--- src/rtl/pipe_barrel_shifter_if.sv ---
// Valid/ready handshake bundle for pipe_barrel_shifter: the operand side and the result side.
// The DUT uses the slave modport. A driving testbench or upstream block uses the master modport.
interface pipe_barrel_shifter_if #(
    parameter int unsigned DATA_SIZE = 8
);
    localparam int unsigned SEL_W = $clog2(DATA_SIZE);

    logic                 in_valid;
    logic                 in_ready;
    logic [DATA_SIZE-1:0] data_in;
    logic [SEL_W-1:0]     select;
    logic [1:0]           mode;
    logic                 dir;

    logic                 out_valid;
    logic                 out_ready;
    logic [DATA_SIZE-1:0] data_out;
    logic                 out_lost;

    modport master (
        output in_valid, data_in, select, mode, dir, out_ready,
        input  in_ready, out_valid, data_out, out_lost
    );

    modport slave (
        input  in_valid, data_in, select, mode, dir, out_ready,
        output in_ready, out_valid, data_out, out_lost
    );
endinterface

--- src/rtl/pipe_barrel_shifter.sv ---
// Pipelined barrel shifter with log2(DATA_SIZE) stages. Stage k shifts by 2^k.
// The whole pipe freezes while the last stage holds a result that downstream is not taking.
module pipe_barrel_shifter #(
    parameter int unsigned DATA_SIZE = 8
) (
    input  logic                 clk,
    input  logic                 rst,
    pipe_barrel_shifter_if.slave bus
);
    localparam int unsigned SEL_W = $clog2(DATA_SIZE);
    localparam logic [1:0]  MODE_ARITH = 2'b01;
    localparam logic [1:0]  MODE_ROT   = 2'b10;
    localparam logic [DATA_SIZE-1:0] ONES = '1;

    logic [DATA_SIZE-1:0] st_data  [SEL_W];
    logic                 st_valid [SEL_W];
    logic [SEL_W-1:0]     st_sel   [SEL_W];
    logic [1:0]           st_mode  [SEL_W];
    logic                 st_dir   [SEL_W];
    logic                 st_lost  [SEL_W];

    logic [DATA_SIZE-1:0] nxt_data  [SEL_W];
    logic                 nxt_valid [SEL_W];
    logic [SEL_W-1:0]     nxt_sel   [SEL_W];
    logic [1:0]           nxt_mode  [SEL_W];
    logic                 nxt_dir   [SEL_W];
    logic                 nxt_lost  [SEL_W];

    logic stall;

    assign stall         = st_valid[SEL_W-1] & ~bus.out_ready;
    assign bus.in_ready  = ~stall;
    assign bus.out_valid = st_valid[SEL_W-1];
    assign bus.data_out  = st_data[SEL_W-1];
    assign bus.out_lost  = st_lost[SEL_W-1];

    // The select field is consumed LSB-first. Each stage passes on the bits that are still unused, shifted down.
    always_comb begin : stage_logic
        logic [DATA_SIZE-1:0] d;
        logic [DATA_SIZE-1:0] fill;
        logic                 v;
        logic [SEL_W-1:0]     s;
        logic [1:0]           m;
        logic                 dr;
        logic                 lost;
        int unsigned          amt;

        d    = '0;
        fill = '0;
        v    = 1'b0;
        s    = '0;
        m    = '0;
        dr   = 1'b0;
        lost = 1'b0;
        amt  = 0;
        for (int unsigned k = 0; k < SEL_W; k++) begin
            nxt_data[k]  = '0;
            nxt_valid[k] = 1'b0;
            nxt_sel[k]   = '0;
            nxt_mode[k]  = '0;
            nxt_dir[k]   = 1'b0;
            nxt_lost[k]  = 1'b0;
        end

        for (int unsigned k = 0; k < SEL_W; k++) begin
            if (k == 0) begin
                d    = bus.data_in;
                v    = bus.in_valid;
                s    = bus.select;
                m    = bus.mode;
                dr   = bus.dir;
                lost = 1'b0;
            end else begin
                d    = st_data[k-1];
                v    = st_valid[k-1];
                s    = st_sel[k-1];
                m    = st_mode[k-1];
                dr   = st_dir[k-1];
                lost = st_lost[k-1];
            end
            amt  = 1 << k;
            fill = {DATA_SIZE{d[DATA_SIZE-1]}};

            nxt_data[k]  = d;
            nxt_lost[k]  = lost;
            nxt_valid[k] = v;
            nxt_sel[k]   = s >> 1;
            nxt_mode[k]  = m;
            nxt_dir[k]   = dr;

            if (s[0]) begin
                if (m == MODE_ROT) begin
                    nxt_data[k] = dr ? ((d >> amt) | (d << (DATA_SIZE - amt)))
                                     : ((d << amt) | (d >> (DATA_SIZE - amt)));
                end else if (dr) begin
                    nxt_data[k] = (d >> amt) | ((m == MODE_ARITH) ? (~(ONES >> amt) & fill) : '0);
                    nxt_lost[k] = lost | (|(d << (DATA_SIZE - amt)));
                end else begin
                    nxt_data[k] = d << amt;
                    nxt_lost[k] = lost | (|(d >> (DATA_SIZE - amt)));
                end
            end
        end
    end

    always_ff @(posedge clk or posedge rst) begin
        if (rst) begin
            for (int unsigned k = 0; k < SEL_W; k++) begin
                st_data[k]  <= '0;
                st_valid[k] <= 1'b0;
                st_sel[k]   <= '0;
                st_mode[k]  <= '0;
                st_dir[k]   <= 1'b0;
                st_lost[k]  <= 1'b0;
            end
        end else if (!stall) begin
            for (int unsigned k = 0; k < SEL_W; k++) begin
                st_data[k]  <= nxt_data[k];
                st_valid[k] <= nxt_valid[k];
                st_sel[k]   <= nxt_sel[k];
                st_mode[k]  <= nxt_mode[k];
                st_dir[k]   <= nxt_dir[k];
                st_lost[k]  <= nxt_lost[k];
            end
        end
    end
endmodule

--- src/flat_wrapper.sv ---
// flat-port wrapper written by rule: the top's interface ports become plain ports
module pipe_barrel_shifter_flat 
#(
    parameter int unsigned DATA_SIZE = 8
)
  (clk, rst, bus_in_valid, bus_data_in, bus_select, bus_mode, bus_dir, bus_out_ready, bus_in_ready, bus_out_valid, bus_data_out, bus_out_lost);
  pipe_barrel_shifter_if #(.DATA_SIZE(DATA_SIZE)) bus_i ();
  input  logic clk;
  input  logic rst;
  input wire logic [$bits(bus_i.in_valid)-1:0] bus_in_valid;
  input wire logic [$bits(bus_i.data_in)-1:0] bus_data_in;
  input wire logic [$bits(bus_i.select)-1:0] bus_select;
  input wire logic [$bits(bus_i.mode)-1:0] bus_mode;
  input wire logic [$bits(bus_i.dir)-1:0] bus_dir;
  input wire logic [$bits(bus_i.out_ready)-1:0] bus_out_ready;
  output wire logic [$bits(bus_i.in_ready)-1:0] bus_in_ready;
  output wire logic [$bits(bus_i.out_valid)-1:0] bus_out_valid;
  output wire logic [$bits(bus_i.data_out)-1:0] bus_data_out;
  output wire logic [$bits(bus_i.out_lost)-1:0] bus_out_lost;
  assign bus_i.in_valid = bus_in_valid;
  assign bus_i.data_in = bus_data_in;
  assign bus_i.select = bus_select;
  assign bus_i.mode = bus_mode;
  assign bus_i.dir = bus_dir;
  assign bus_i.out_ready = bus_out_ready;
  assign bus_in_ready = bus_i.in_ready;
  assign bus_out_valid = bus_i.out_valid;
  assign bus_data_out = bus_i.data_out;
  assign bus_out_lost = bus_i.out_lost;
  pipe_barrel_shifter #(.DATA_SIZE(DATA_SIZE)) u_core (.clk(clk), .rst(rst), .bus(bus_i));
endmodule
--- config.mk ---
export PLATFORM = sky130hd
export DESIGN_NAME = pipe_barrel_shifter_flat
export DESIGN_NICKNAME = d
export VERILOG_FILES = /design/src/rtl/pipe_barrel_shifter_if.sv /design/src/rtl/pipe_barrel_shifter.sv /design/src/flat_wrapper.sv
export SDC_FILE = /design/constraint.sdc
export NUM_CORES = 1
export LEC_CHECK = 0
export ABC_AREA = 1
export BUFFER_PORTS_ARGS = -buffer_cell sky130_fd_sc_hd__buf_2
export CAP_MARGIN = 5
export CELL_PAD_IN_SITES_DETAIL_PLACEMENT = 2
export CELL_PAD_IN_SITES_GLOBAL_PLACEMENT = 2
export CORE_MARGIN = 5
export CORE_UTILIZATION = 32
export DETAILED_ROUTE_END_ITERATION = 7
export PLACE_DENSITY_LB_ADDON = 0.08
export SETUP_SLACK_MARGIN = 0.3
export SLEW_MARGIN = 10
export SYNTH_ARGS = -nofsm -noshare
export SYNTH_HDL_FRONTEND = slang
export SYNTH_SLANG_ARGS = --single-unit
export TNS_END_PERCENT = 5
--- constraint.sdc ---
create_clock -name clk -period 1.75 [get_ports clk]
set_clock_uncertainty 0.1 [all_clocks]
set_input_delay 0.525 -clock clk [delete_from_list [all_inputs] [get_ports clk]]
set_output_delay 0.525 -clock clk [all_outputs]
set_load 0.01 [all_outputs]
==> results of run 1 <==
## worst min-delay path by stage
stage	startpoint	to	slack (ps)	cells after the start
after floorplan	u_core.stage_logic.v$_DFFE_PP0N_	u_core.bus.out_valid$_DFFE_PP0N_	320	2
after global placement	u_core.stage_logic.v$_DFFE_PP0N_	u_core.bus.out_valid$_DFFE_PP0N_	330	2
after detailed placement	u_core.stage_logic.v$_DFFE_PP0N_	u_core.bus.out_valid$_DFFE_PP0N_	350	2
after CTS	rst	u_core.bus.data_out[0]$_DFFE_PP0N_	170	3
after global routing	rst	u_core.bus.data_out[0]$_DFFE_PP0N_	180	3
final	rst	u_core.bus.data_out[0]$_DFFE_PP0N_	170	3
## cells by family after synthesis
logic type | count (synthesis) | share of synthesized area
and+or+nand+nor | 163 | 0.291
AOI/OAI and AO/OA | 51 | 0.128
DFF | 39 | 0.446
buffers and inverters | 50 | 0.135
## where the power goes
| part | internal, uW | switching, uW | total, uW | leakage, uW |
|---|---|---|---|---|
| clock network | 360 | 306 | 665 | 0.0000515 |
| registers | 1250 | 317 | 1570 | 0.000462 |
| logic | 536 | 861 | 1400 | 0.000750 |
## registers in the layout, indices dropped and copies added, names as in the netlist
signal                   flops
u_core.nxt_mode              2
u_core.st_sel                1
u_core.bus.out_lost          1
u_core.stage_logic.d         8
u_core.nxt_sel               1
u_core.nxt_dir               1
u_core.bus.out_valid         1
u_core.bus.data_out          8
u_core.stage_logic.s         1
u_core.stage_logic.lost      1
u_core.nxt_valid             1
u_core.stage_logic.dr        1
u_core.st_data               8
u_core.stage_logic.m         2
u_core.stage_logic.v         1
u_core.st_lost               1
## synthesized netlist by cell type, types with 3 or more instances
master,count
nand3_1,9
inv_1,24
nand2_1,98
a31oi_1,12
buf_6,9
a21oi_1,13
o21ai_0,16
o21ai_1,6
nor2_1,51
dfrtp_1,39
inv_2,5
buf_4,10
nand2_2,3
## worst reg2reg max path: cells and delay by family (launching register included)
family	cells	cell delay (ps)
buffers and inverters	1	180
AND/OR/NAND/NOR	2	160
flip-flops	1	450
AO/OA/AOI/OAI	2	360
## layer usage
metal  share of wire  GRT usage
met5               0          0
met4           0.016     0.0513
met3           0.024     0.0227
met2            0.52      0.279
met1            0.44      0.185
## layout make-up
cell class              instances  area, um^2  area share
flip-flops and latches         39         977       0.399
inverters                      29         113      0.0460
well taps                      80         100      0.0409
clock buffers                   8         100      0.0409
repair buffers                 35         236      0.0966
multi-input cells             214         921       0.376
## through the flow
step / hold WS (ps) / instances
2_1_floorplan: 319 / 303
3_5_place_dp: 353 / 396
5_1_grt: 181 / 405
6_report: 172 / 405
3_3_place_gp: 330 / 396
4_1_cts: 175 / 405
## what timing repair did
item	CTS	global route
endpoints found under the setup margin	5	16
pin swaps	1	0
resized for setup	2	1
buffers inserted	1	0
==> qor.yml, run 1 <==
arrival_ps: 860
synth.distinct_cells: 18
total_power_uw: 3630
cp.depth: 2
fin_setup_tns_ps: 0
synth_nets: 321
track_usage: 0.154
final_util: 0.364
cpLargestDelayFamily: "flip-flops"
cts.clk_slew.worst_paths_ps: 80
max_freq_mhz: 673
cellLeakagePower_uw: 0.00126
layout-area-overhead-vs-synth_pct: 11.9
drv_cap: 0
htreeDepth: 2
final_area_um2: 2450
ioPinCount: 29
worstSetupStartpoint: "u_core.bus.out_valid$_DFFE_PP0N_"
die_h_um: 92.7
rows: 30
synthCells: 303
endpoint_kind: "output pin"
cpMaxStageDelayCell: "dfrtp_1"
wl_mm: 6.01
wl_per_cell_um: 14.8
grt_pass1_vias: 2071
dr_total_vias: 1962
final.setup.worst_slack_ps: 264
r2r_start: "u_core.nxt_dir[1]$_DFFE_PP0N_"
crit_buf_inv: 1
hpwl_mm: 4.63
clock_tree.buffer_depth: 2
final_common_cell: "nand2_1"
pre_cts_ws_ps: 162
synthArstFlopShare: 1.00
postPlaceCellArea_um2: 2330
cts.sinks: 39
clock_latency_ps: 290
synth_edf_count: 0
antenna_found_initial: 0
ys_warn_count: 0
yosysSeqAreaShare: 0.446
nFillCells: 842
avgSynthCellArea_um2: 7.22
crit_end: "bus_in_ready"
setup_viol: 0
path_cells: "nand2_4 -> buf_6"
r2r_cells: 5
cts_root_buf: "clkbuf_8"
hold_violations: 0
drive_gt1_frac: 0.172
critPathLaunchType: "register"
path_max_fanout: 2
synthFlopType: "dfrtp_1"
yosys-top-cells-area: "dfrtp_1, nand2_1, nor2_1, buf_6, inv_1"
layout_common_cells: "nand2_1, nor2_1, dfrtp_1"
synth.largest_area_cell: "dfrtp_1"
worstSetupPathType: "reg2out"
core_um2: 6720
finalNetCount: 342
rsz0062_at_grt: "yes"
worst_pin_slew_ps: 329
num_antenna_cells: 0
initial_core_util: 0.326
grt_pass1_wl_mm: 10.5
relSlewSlack: 0.781
ff2ff_setup_slack_ps: 370
max_stage_delay_ps: 410
gp_congestion: 0.741
netlist_area_um2: 2190
fin_crit_sh: 0.849
cts_tree: "yes"
synth-seq-cells: 39
required_ps: 1120
drc: 0
drtAntennaViolNets: 0
fin_crit_ps: 1490
io_buffers: 28
cts_made_buffers: 5
dieArea_um2: 8590
pwr_density_cell_nw_per_um2: 1480
die_w_um: 92.7
ctsHoldBuffers: 0
viasPerCell: 4.84
ir_drop_mv: 0.335
min_path_type: "in2async"
drtIter0Drc: 29
overflow: 0
grt_max_degree: 40
outcome: "completed"
synth_top_area_share: 0.446
rr_endpoint: "u_core.stage_logic.lost$_DFFE_PP0N_"
drv_slew: 0
drtPass1Iterations: 2
Note: power is estimated with default switching activity, not from simulation.
==> run 2: changes to the inputs <==
--- a/config.mk
+++ b/config.mk
@@ -5,13 +5,13 @@
 export SDC_FILE = /design/constraint.sdc
 export NUM_CORES = 1
 export LEC_CHECK = 0
-export ABC_AREA = 1
+export ABC_AREA = 0
 export BUFFER_PORTS_ARGS = -buffer_cell sky130_fd_sc_hd__buf_2
 export CAP_MARGIN = 5
 export CELL_PAD_IN_SITES_DETAIL_PLACEMENT = 2
 export CELL_PAD_IN_SITES_GLOBAL_PLACEMENT = 2
 export CORE_MARGIN = 5
-export CORE_UTILIZATION = 32
+export CORE_UTILIZATION = 34
 export DETAILED_ROUTE_END_ITERATION = 7
 export PLACE_DENSITY_LB_ADDON = 0.08
 export SETUP_SLACK_MARGIN = 0.3
==> constraint.sdc (replaced) <==
create_clock -name clk -period 1.5 [get_ports clk]
set_clock_uncertainty 0.1 [all_clocks]
set_input_delay 0.45 -clock clk [delete_from_list [all_inputs] [get_ports clk]]
set_output_delay 0.45 -clock clk [all_outputs]
set_load 0.01 [all_outputs]
==> run 2 against run 1 <==
The flow now finishes with violations (negative setup slack); core utilization is 8.3 points higher; clock-buffer cell count is 2 lower; register-to-register slack worse by 260 ps; first-iteration DRC count is 83% higher; flip-flop and latch count stayed put; cell count is 15% lower; combinational power is 36% higher; non-clock buffer count is 11 higher; sequential power is 21% higher; total power is 30% higher.
==> qor.yml, run 2 <==
outcome: "complete, but fails checks"
violations: "negative setup slack"
path_cells: "buf_4 -> buf_6 -> buf_6"
yosysMostFrequentCell: "nand2_1"
path_max_fanout: 2  # unchanged
initial_core_util: 0.348  # +0.0221
synth_nets: 256  # -20%
worst_pin_slew_ps: 477  # +148 ps
synthCells: 238  # -21%
grt_use_met1: 0.185  # about the same
fin_crit_ps: 1580
arrival_ps: 1030  # +170 ps
final.setup.worst_slack_ps: -80.2  # -344 ps
overflow: 0  # unchanged
clock_latency_ps: 300  # about the same
grt_pass1_vias: 1936  # -6.5%
final_cells: 345  # -15%
layout-area-overhead-vs-synth_pct: 28.6
pwr_density_cell_nw_per_um2: 1790  # +21%
max_stage_delay_ps: 390  # -20 ps
setup_viol: 2  # +2
final_common_cell: "nand2_1"
synth_xor_area_frac: 0  # unchanged
drv_slew: 0  # unchanged
cts_made_buffers: 5  # unchanged
grtUsageMet2: 0.278  # -0.000468
dr_total_vias: 1771  # -9.7%
ir_drop_mv: 0.734  # +120%
cts.sinks: 39  # unchanged
antenna_found_initial: 0  # unchanged
placed_cells: 332  # -16%
drive_gt1_frac: 0.330  # +0.157
worstSetupPathType: "reg2out"
synth.distinct_cells: 27  # +9
yosysSeqAreaShare: 0.477  # +0.0308
cts_tree: "yes"
hpwl_mm: 3.93  # -15%
hold_violations: 0  # unchanged
total_power_uw: 4720  # +30%
cpLargestDelayFamily: "flip-flops"
register_area_um2: 980  # +0.26%
multi_input_area_um2: 1040  # +13%
gp_congestion: 0.702  # -5.2%
fin_crit_sh: 1.05
drtPass1Iterations: 4  # +2
wl_per_cell_um: 15.6  # +5.5%
synth_top_cells_by_count: "nand2_1, dfrtp_1, o21ai_0, a21oi_1, nor2b_1"
synth_compound_area_frac: 0.181  # +0.0529
io_buffers: 28  # unchanged
cellLeakagePower_uw: 0.00120  # -5.2%
drc: 0  # unchanged
grt_use_met3: 0.0376  # +0.0149
endpoint_kind: "output pin"
htreeDepth: 2  # unchanged
synth_edf_count: 0  # unchanged
max_freq_mhz: 633
rsz0062_at_grt: "yes"
relSlewSlack: 0.682  # -0.0985
fin_setup_tns_ps: -142  # -142 ps
path_common_cell: "buf_6"
synth-seq-cells: 39  # unchanged
min_path_type: "in2async"
ioPinCount: 29  # unchanged
synth.largest_area_cell: "dfrtp_1"
cpMaxStageDelayCell: "dfrtp_1"
layout_common_cells: "nand2_1, dfrtp_1, buf_2"
die_w_um: 87.6  # -5.5%
netlist_area_um2: 2050  # -6.5%
nFillCells: 668  # -21%
busiest_layer: "met2"
cts.clk_slew.worst_paths_ps: 80  # about the same
core_um2: 5890  # -12%
drtAntennaViolNets: 0  # unchanged
clock_tree.buffer_depth: 2  # unchanged
num_antenna_cells: 0  # unchanged
dieArea_um2: 7670  # -11%
rows: 28  # -6.7%
drv_cap: 0  # unchanged
drtIter0Drc: 53  # +83%
synthFlopType: "dfrtp_1"
critPathLaunchType: "register"
crit_buf_inv: 3  # +2
viasPerCell: 5.13  # +6.0%
grt_pass1_wl_mm: 9.31  # -11%
required_ps: 950  # -170 ps
synthAdderAreaFrac: 0  # unchanged
finalNetCount: 287  # -16%
wl_mm: 5.40  # -10%
synth_mux_area_frac: 0.0489  # +0.0489
avgSynthCellArea_um2: 8.60  # +19%
cts_root_buf: "clkbuf_8"
track_usage: 0.156  # +0.00218
synthArstFlopShare: 1.00  # unchanged
synth_top_area_share: 0.477  # +0.0308
synth-simple-area-share: 0.214  # -0.0766
grt_max_degree: 30  # -25%
ys_warn_count: 0  # unchanged
yosys-top-cells-area: "dfrtp_1, nand2_1, o21ai_0, mux2i_1, buf_4"
synth_top_family_by_area: "simple AND/OR/NAND/NOR gates"
pre_cts_ws_ps: -77.6  # -240 ps
die_h_um: 87.6  # -5.5%
-- run 2: cell type report --
class	instances	area share
inverters	2	0.00618
well taps	75	0.0357
multi-input cells	175	0.396
clock inverters	2	0.0133
flip-flops and latches	39	0.372
repair buffers	46	0.146
clock buffers	6	0.0314
-- run 2: per-stage QoR --
| step | cell area [um^2] | hold WS, ps | utilization |
|---|---|---|---|
| global placement | 2270 | 317 | 0.386 |
| finish | 2630 | 88.7 | 0.447 |
| detailed placement | 2270 | 321 | 0.386 |
| CTS | 2560 | 94.3 | 0.436 |
| floorplan | 2060 | 322 | - |
| global route | 2630 | 102 | 0.447 |
-- run 2: cell families after synthesis --
kind of cell,count (synthesis)
AOI/OAI and AO/OA,67
buffers and inverters,24
DFF,39
muxes,10
and+or+nand+nor,98
-- run 2: layer usage --
| metal | part of all wire | routed length (um) | vias to the layer above |
|---|---|---|---|
| met5 | 0 | 0 | - |
| met4 | 0.013 | 70 | 0 |
| met3 | 0.029 | 159 | 6 |
| met2 | 0.52 | 2790 | 25 |
| met1 | 0.44 | 2380 | 866 |
| li1 | - | - | 874 |
-- run 2: worst reg2reg max path: cells and delay by family, from the launching register on --
| family | cells | cell delay (ps) |
|---|---|---|
| buf+inv | 3 | 370 |
| flops | 1 | 360 |
| compound gates | 3 | 290 |
| simple gates | 1 | 180 |
-- run 2: final timing paths --
check                                                 start                             endpoint  slack (ps)  cells after the start
max                        u_core.bus.out_valid$_DFFE_PP0N_                        bus_out_valid         -80                      3
min                                                     rst  u_core.stage_logic.d[3]$_DFFE_PP0N_          90                      3
max reg2reg                u_core.bus.out_valid$_DFFE_PP0N_  u_core.stage_logic.d[1]$_DFFE_PP0N_         110                      7
min reg2reg                u_core.stage_logic.v$_DFFE_PP0N_     u_core.stage_logic.v$_DFFE_PP0N_         360                      2
max in group asynchronous                               rst  u_core.stage_logic.s[0]$_DFFE_PP0N_         670                      3
min in group clk                              bus_select[2]        u_core.nxt_sel[3]$_DFFE_PP0N_         260                      3
-- run 2: repair_timing --
action | in CTS | in global routing
buffers inserted | 3 | 1
gates resized for setup | 55 | 22
hold endpoints to repair | 10 | 0
endpoints found under the setup margin | 43 | 60
hold buffers | 1 | 0
pin swaps | 17 | 13
-- run 2: report_power, final --
group | switching [uW] | total [uW] | internal (uW)
clock | 385 | 924 | 539
combinational | 957 | 1900 | 938
sequential | 435 | 1900 | 1460
